[config.mk]
export PLATFORM = sky130hd
export DESIGN_NAME = pc_branch_unit
export DESIGN_NICKNAME = d
export VERILOG_FILES = /design/src/rtl/pc_branch_unit.sv
export SDC_FILE = /design/constraint.sdc
export NUM_CORES = 1
export LEC_CHECK = 0
export CAP_MARGIN = 20
export CORE_MARGIN = 8
export CORE_UTILIZATION = 48
export CTS_CLUSTER_SIZE = 8
export DETAILED_ROUTE_END_ITERATION = 7
export PLACE_DENSITY_LB_ADDON = 0.12
export SLEW_MARGIN = 20
export SYNTH_ARGS = -nofsm -noshare
export SYNTH_HDL_FRONTEND = slang
export SYNTH_SLANG_ARGS = --single-unit
[constraint.sdc]
create_clock -name Clk -period 3.6 [get_ports Clk]
set_input_delay 0.72 -clock Clk [delete_from_list [all_inputs] [get_ports Clk]]
set_output_delay 0.72 -clock Clk [all_outputs]
set_load 0.05 [all_outputs]
[src/rtl/pc_branch_unit.sv]
// pc_branch_unit: program-counter / branch-resolution stage for the 8-bit core.
//   Latches the ALU zero flag, resolves Jump/Branch against a writable target LUT,
//   drives Prog_ctr for fetch, and owns the Start/Done run handshake plus the
//   per-run cycle counter.
// Optional feature: define PC_BRANCH_REL_EN to make branches PC-relative
//   (target = Prog_ctr + LUT entry); jumps stay absolute either way.
// Ports:
//   Clk, Reset           clock, synchronous active-high reset
//   Start                run request (IDLE/HALT -> RUN)
//   Halt_req             halt at current PC (RUN -> HALT)
//   Jump_en, Branch_en   control transfer to LUT[Target_idx]
//   Target_idx           LUT index for jump/branch
//   Flag_we, Zero        capture ALU zero into Zero_q (RUN only)
//   Lut_we/waddr/wdata   LUT write port
//   Prog_ctr             registered PC
//   Zero_q               registered zero flag
//   Busy, Done           decoded from state (RUN / HALT)
//   Cycle_cnt            saturating count of RUN cycles in this run
module pc_branch_unit #(
    parameter int unsigned PC_W  = 10,
    parameter int unsigned LUT_W = 5,
    parameter int unsigned CNT_W = 16
) (
    input  logic             Clk,
    input  logic             Reset,
    input  logic             Start,
    input  logic             Halt_req,
    input  logic             Jump_en,
    input  logic             Branch_en,
    input  logic [LUT_W-1:0] Target_idx,
    input  logic             Flag_we,
    input  logic             Zero,
    input  logic             Lut_we,
    input  logic [LUT_W-1:0] Lut_waddr,
    input  logic [PC_W-1:0]  Lut_wdata,
    output logic [PC_W-1:0]  Prog_ctr,
    output logic             Zero_q,
    output logic             Busy,
    output logic             Done,
    output logic [CNT_W-1:0] Cycle_cnt
);

    localparam int unsigned LUT_N = 1 << LUT_W;

    typedef enum logic [1:0] {
        S_IDLE = 2'd0,
        S_RUN  = 2'd1,
        S_HALT = 2'd2
    } state_t;

    state_t           state;
    state_t           state_nxt;
    logic [PC_W-1:0]  pc_nxt;
    logic [CNT_W-1:0] cnt_nxt;
    logic             zero_nxt;
    logic [PC_W-1:0]  lut_rd;
    logic [PC_W-1:0]  br_target;
    logic [PC_W-1:0]  lut [LUT_N];

    // Target LUT: no reset, read is asynchronous so a same-cycle write is seen next cycle.
    always_ff @(posedge Clk) begin
        if (Lut_we) begin
            lut[Lut_waddr] <= Lut_wdata;
        end
    end

    assign lut_rd = lut[Target_idx];

`ifdef PC_BRANCH_REL_EN
    // Entry is a two's-complement offset; addition wraps modulo 2**PC_W.
    assign br_target = Prog_ctr + lut_rd;
`else
    assign br_target = lut_rd;
`endif

    // State register.
    always_ff @(posedge Clk) begin
        if (Reset) begin
            state <= S_IDLE;
        end else begin
            state <= state_nxt;
        end
    end

    // Next-state logic.
    always_comb begin
        state_nxt = state;
        case (state)
            S_IDLE:  if (Start)    state_nxt = S_RUN;
            S_RUN:   if (Halt_req) state_nxt = S_HALT;
            S_HALT:  if (Start)    state_nxt = S_RUN;
            default:               state_nxt = S_IDLE;
        endcase
    end

    // State-decoded outputs.
    always_comb begin
        Busy = 1'b0;
        Done = 1'b0;
        case (state)
            S_RUN:   Busy = 1'b1;
            S_HALT:  Done = 1'b1;
            default: ;
        endcase
    end

    // Datapath next values; branch decision uses the pre-edge Zero_q.
    always_comb begin
        pc_nxt   = Prog_ctr;
        cnt_nxt  = Cycle_cnt;
        zero_nxt = Zero_q;
        case (state)
            S_IDLE: begin
                if (Start) begin
                    pc_nxt  = '0;
                    cnt_nxt = '0;
                end
            end
            S_RUN: begin
                if (Cycle_cnt != {CNT_W{1'b1}}) begin
                    cnt_nxt = Cycle_cnt + CNT_W'(1);
                end
                if (Flag_we) begin
                    zero_nxt = Zero;
                end
                if (Halt_req) begin
                    pc_nxt = Prog_ctr;
                end else if (Jump_en) begin
                    pc_nxt = lut_rd;
                end else if (Branch_en && Zero_q) begin
                    pc_nxt = br_target;
                end else begin
                    pc_nxt = Prog_ctr + PC_W'(1);
                end
            end
            S_HALT: begin
                if (Start) begin
                    pc_nxt   = '0;
                    cnt_nxt  = '0;
                    zero_nxt = 1'b0;
                end
            end
            default: ;
        endcase
    end

    // Datapath registers.
    always_ff @(posedge Clk) begin
        if (Reset) begin
            Prog_ctr  <= '0;
            Cycle_cnt <= '0;
            Zero_q    <= 1'b0;
        end else begin
            Prog_ctr  <= pc_nxt;
            Cycle_cnt <= cnt_nxt;
            Zero_q    <= zero_nxt;
        end
    end

endmodule
==> metrics.txt, run 1 <==
die width 185 µm; most frequent cells in the layout 320 x edfxtp_1, 92 x mux4_2, 60 x nor2_1; sequential share of the synthesized area 73.9%; cell accounting for the most synthesized area edfxtp_1; PwrDens 550 mW/mm²; Remaining Overflow, GRT 0; total clock sinks 349; crit path DAT 2050 ps; R2R cell count 7; share of the synthesized area in the top cell type 69.7%; Area Overhead vs Synth 20.0%; Post-CTS Hold Buffers 0; Core Region 0.0285 mm²; CP Capture Point Busy; final hold vios 0; setup total negative slack 0 ps; clk slew on worst S/H paths 50 ps; synth top area cells edfxtp_1 70%, mux4_2 15%, dfxtp_1 4.2%; number of global-route vias before repair 7539; sequential cell area 0.0102 mm²; WP data required 2880 ps; post-synthesis instance total 700; static leakage 5.38 nW; post-synthesis simple-gate area fraction 5.20%; main combinational cell family by area after synthesis multiplexers; startpoint types flip-flop; reg-to-reg slack, setup 1570 ps; Worst setup startpoint state[0]; critical path's slowest cell clkdlybuf4s50_1; Final Routed Wirelength 31900 µm; syn_area_per_cell 19.7 µm²; post-synthesis cell area 0.0138 mm²; post-CTS setup buffers 0; CP Max Fanout 6; Placer Congestion 0.788; fin crit share 77.0%; first-pass GRT wire length 48200 µm; peak per-stage delay on the critical path 810 ps; Slew Viols, Final 0; FMAX 361 MHz; status complete, no violations; Detailed Routing Iterations Pass 1 7; max_cap viols 0; GRT Total Usage 19.2%; Worst Clk Skew 14.4 ps; largest net degree at the start of global routing 36; Iter 0 DRT Violations 677; r2r startpoint Cycle_cnt[0]; Bufs on Longest Clock Path 3; IO Count 58; commonest non-fill, non-tap cell in the layout edfxtp_1; Primary FF master, synth edfxtp_1; mux cell area share after synthesis 16.3%; synth unique cells 48; delay-heaviest family, CP buffers and inverters; Vias 7279; Yosys warning count 0; Peak VDD IR 0.340 mV; EDFF count, synth 320; clk_lat worst skew 530 ps; Final Total Pwr 9.09 mW; H-tree depth 2; Die Ht 185 µm; post-cts sizing count 0; CP Buf/Inv Count 2; Rel. slew slack 31.1%; crit path cell chain nand2b_1 > inv_2 > clkdlybuf4s50_1; share of layout cells above drive strength 1 24.2%; footprint of the multi-input gates 0.00341 mm²; async set or reset register ratio after synthesis 0%; syn nets 731; reg-to-reg endpoint Cycle_cnt[1]; WL/cell 25.7 µm; worst slew pin tran 1030 ps; I/O Buffers 57; # DRC 0; CTS tree built; Final WS setup 828 ps; CP Depth 3; post-route ant nets 0; pre-CTS setup slack 542 ps; HP Class flip-flop to flip-flop; post-synthesis xor/xnor area fraction 1.27%; final setup fails 0; RSZ-0062 raised after global routing false; CTS buffer count 49; Ant. Diodes 0; initial antenna violation count 1; Compound-Gate Fraction of Synth Area 1.83%; nets 868; crit path kind flip-flop to output pin; Die ar. 0.0344 mm²; FP Rows 62; fin crit period 2770 ps; Worst Setup End Kind output pin; post-detail-place hpwl 20500 µm; CTS Root Cell clkbuf_16; Vias per Instance 5.86; #FFs+latches synth 349; initial core utilization 48.4%; adder-cell share of the synthesized area 0.182%; Fill cells 2162
Yosys cell counts (all sizes together) (6+ instances only):
library cell and number:
edfxtp 320, mux4 92, nor2 60, dfxtp 29, nand2 23, nand3 17
xor2 17, buf 16, clkbuf 15, mux2i 15, o21ai 12, nand4 9
nand3b 7, nor3 7, a22oi 6
metal layers:
layer	wire (µm)	GRT usage (%)
met1	13800	27.1
met2	15300	30.6
met3	2290	3.55
met4	569	4.93
met5	0	0
cell families (layout without fill, tap and decap cells):
group | after synthesis | in the layout
fa+ha+maj | 2 | 2
flops | 349 | 349
mux | 109 | 109
buf+inv | 33 | 192
simple gates | 149 | 149
compound gates | 38 | 38
xor+xnor | 20 | 20
where the power goes:
part           internal, mW  leakage (nW)  total (mW)  switching (mW)
Clock                  2.54         0.658        4.10            1.56
Combinational         0.208          1.60       0.489           0.282
Sequential             4.48          3.12        4.50          0.0179
sequential cells by signal, indices dropped and copies added (netlist names):
name       cells
lut          320
state          2
Prog_ctr      10
Cycle_cnt     16
Zero_q         1
how the worst min path moves through the flow:
stage	slack (ps)	to	cells past startpoint	from
2_1_floorplan	430	Zero_q	1	state[1]
6_report	470	Prog_ctr[9]	2	Prog_ctr[9]
5_1_grt	510	Prog_ctr[9]	2	Prog_ctr[9]
4_1_cts	470	Prog_ctr[9]	2	Prog_ctr[9]
3_3_place_gp	450	Zero_q	1	state[1]
3_5_place_dp	460	Prog_ctr[9]	2	Prog_ctr[9]
area by class of cell:
class | instances | share of cell area, %
sequential | 349 | 61.6
multi-input combinational | 318 | 20.7
clock buffer | 71 | 8.17
timing repair buffer | 117 | 6.52
tap | 384 | 2.91
clock inverter | 2 | 0.0757
inverter | 2 | 0.0454
worst min-delay path: cells and delay by family (launching register included):
kind,cells,cell delay [ps]
flip-flops,1,320
AND/OR/NAND/NOR,2,100
stage by stage:
stage	utilization (%)	cells	instance area [µm²]	hold WS, ps
finish	58.1	1243	16500	468
global route	58.1	1243	16500	513
CTS	58.1	1243	16500	473
detailed placement	53.3	1170	15200	464
global placement	53.3	1170	15200	448
floorplan	-	700	13800	429
No activity file was read; power rests on OpenSTA's default activity.
==> run 2: changes to the inputs <==
- clock period: 3.6 -> 2.76 ns (I/O delays scaled with it)
==> run 2 against run 1 <==
Net effect:
- worst setup slack worse by 700 ps
- sequential cell count unchanged
- clock skew up 3.4 ps
- cell area up 1.3%
- global-route usage up 0.14 points
- via count up 1.9%
- first-iteration DRC count up 39%
- worst hold slack better by 27 ps
- critical path depth unchanged
- critical endpoint unchanged
- largest power group unchanged
==> metrics.txt, run 2 (synthesis gave the netlist of run 1 again) <==
fin crit share 95.3%; worst hold margin 495 ps; Die Ht 185 µm; max_cap viols 0; delay-heaviest family, CP buffers and inverters; FP Rows 62; die width 185 µm; H-tree depth 2; CTS Root Cell clkbuf_16; first-pass GRT wire length 48800 µm; share of layout cells above drive strength 1 25.6%; Peak VDD IR 0.459 mV; Iter 0 DRT Violations 944; total clock sinks 349; commonest non-fill, non-tap cell in the layout edfxtp_1; I/O Buffers 57; Bufs on Longest Clock Path 3; Worst Clk Skew 17.8 ps; HP Class flip-flop to flip-flop; nets 883; Core Region 0.0285 mm²; IO Count 58; RSZ-0062 raised after global routing false; R2R cell count 7; CP Depth 3; CP Buf/Inv Count 2; pre-CTS setup slack 103 ps; Vias 7416; crit path cell chain nand2b_1 > inv_2 > clkdlybuf4s50_1; reg-to-reg slack, setup 750 ps; post-detail-place hpwl 20900 µm; reg-to-reg endpoint Cycle_cnt[14]; GRT Total Usage 19.3%; r2r startpoint Cycle_cnt[0]; CTS buffer count 49; Final Routed Wirelength 32300 µm; largest registers lut (320), Cycle_cnt (16), Prog_ctr (10); PwrDens 709 mW/mm²; Placer Congestion 0.913; Post-CTS Hold Buffers 0; crit path kind flip-flop to output pin; post-CTS setup buffers 0; max reg flops 320; initial core utilization 48.4%; Worst Setup End Kind output pin; Die ar. 0.0344 mm²; placed inst area 0.0154 mm²; initial antenna violation count 1; post-cts sizing count 0; final setup fails 0; fin cells 1258; clk_lat worst skew 540 ps; fin crit period 2630 ps; CTS tree built; Final Cell Area 0.0167 mm²; static leakage 5.49 nW; WP data required 2210 ps; peak per-stage delay on the critical path 810 ps; WL/cell 25.7 µm; startpoint types flip-flop; post-route ant nets 0; number of global-route vias before repair 7604; Remaining Overflow, GRT 0; final hold vios 0; Fill cells 2117; CP Capture Point Busy; crit path DAT 2080 ps; setup total negative slack 0 ps; Detailed Routing Iterations Pass 1 7; Rel. slew slack 46.3%; status complete, no violations; Final WS setup 129 ps; largest net degree at the start of global routing 33; Area Overhead vs Synth 21.5%; Vias per Instance 5.90; CP Max Fanout 6; Slew Viols, Final 0; Ant. Diodes 0; most frequent cells in the layout 320 x edfxtp_1, 92 x mux4_2, 64 x buf_4; worst slew pin tran 800 ps; FMAX 380 MHz; critical path's slowest cell clkdlybuf4s50_1; placed cell count 1185; # DRC 0; Worst setup startpoint state[0]; clk slew on worst S/H paths 50 ps; largest register by flop count lut
==> run 2: through the flow <==
stage / utilization [%] / total power [mW]
CTS: 58.8 / 12.0
global placement: 54.0 / 6.63
floorplan: - / 6.31
global route: 58.8 / 12.2
finish: 58.8 / 11.9
detailed placement: 54.0 / 6.64
==> run 2: metal layers <==
layer / routed length [µm] / track usage [%] / vias up / share of wire [%]
met5: 0 / 0 / - / 0
met2: 15500 / 31.5 / 365 / 48
li1: - / - / 3169 / -
met4: 513 / 4.71 / 0 / 1.6
met1: 13400 / 26.6 / 3837 / 42
met3: 2770 / 3.92 / 45 / 8.6
==> run 2: how the worst min path moves through the flow <==
stage / from / endpoint / cells past startpoint
finish: Prog_ctr[9] / Prog_ctr[9] / 2
floorplan: state[1] / Zero_q / 1
CTS: Prog_ctr[9] / Prog_ctr[9] / 2
global route: Prog_ctr[9] / Prog_ctr[9] / 2
detailed placement: Prog_ctr[9] / Prog_ctr[9] / 2
global placement: state[1] / Zero_q / 1
==> run 2: power by group <==
part / switching [mW] / leakage, nW / total (mW) / internal, mW
Sequential: 0.0242 / 3.12 / 5.87 / 5.85
Combinational: 0.374 / 1.71 / 0.671 / 0.297
Clock: 2.01 / 0.661 / 5.33 / 3.32
==> run 2: area by class of cell <==
class                           instances  area, µm²  share of cell area [%]
Multi-Input combinational cell        318       3410                    20.4
Sequential cell                       349      10200                    60.8
Clock inverter                          2       13.8                  0.0822
Inverter                                2       7.51                  0.0448
Tap cell                              384        480                    2.87
Timing Repair Buffer                  132       1290                    7.71
Clock buffer                           71       1350                    8.07
==> run 2: worst reg2reg max path, delay by kind of cell, from the launching register on <==
family                     cells  cell delay, ps
and+or+nand+nor                4             710
DFF                            1             430
adders and majority gates      1             230
AOI/OAI and AO/OA              1             340
xor gates and xnor gates       1             180
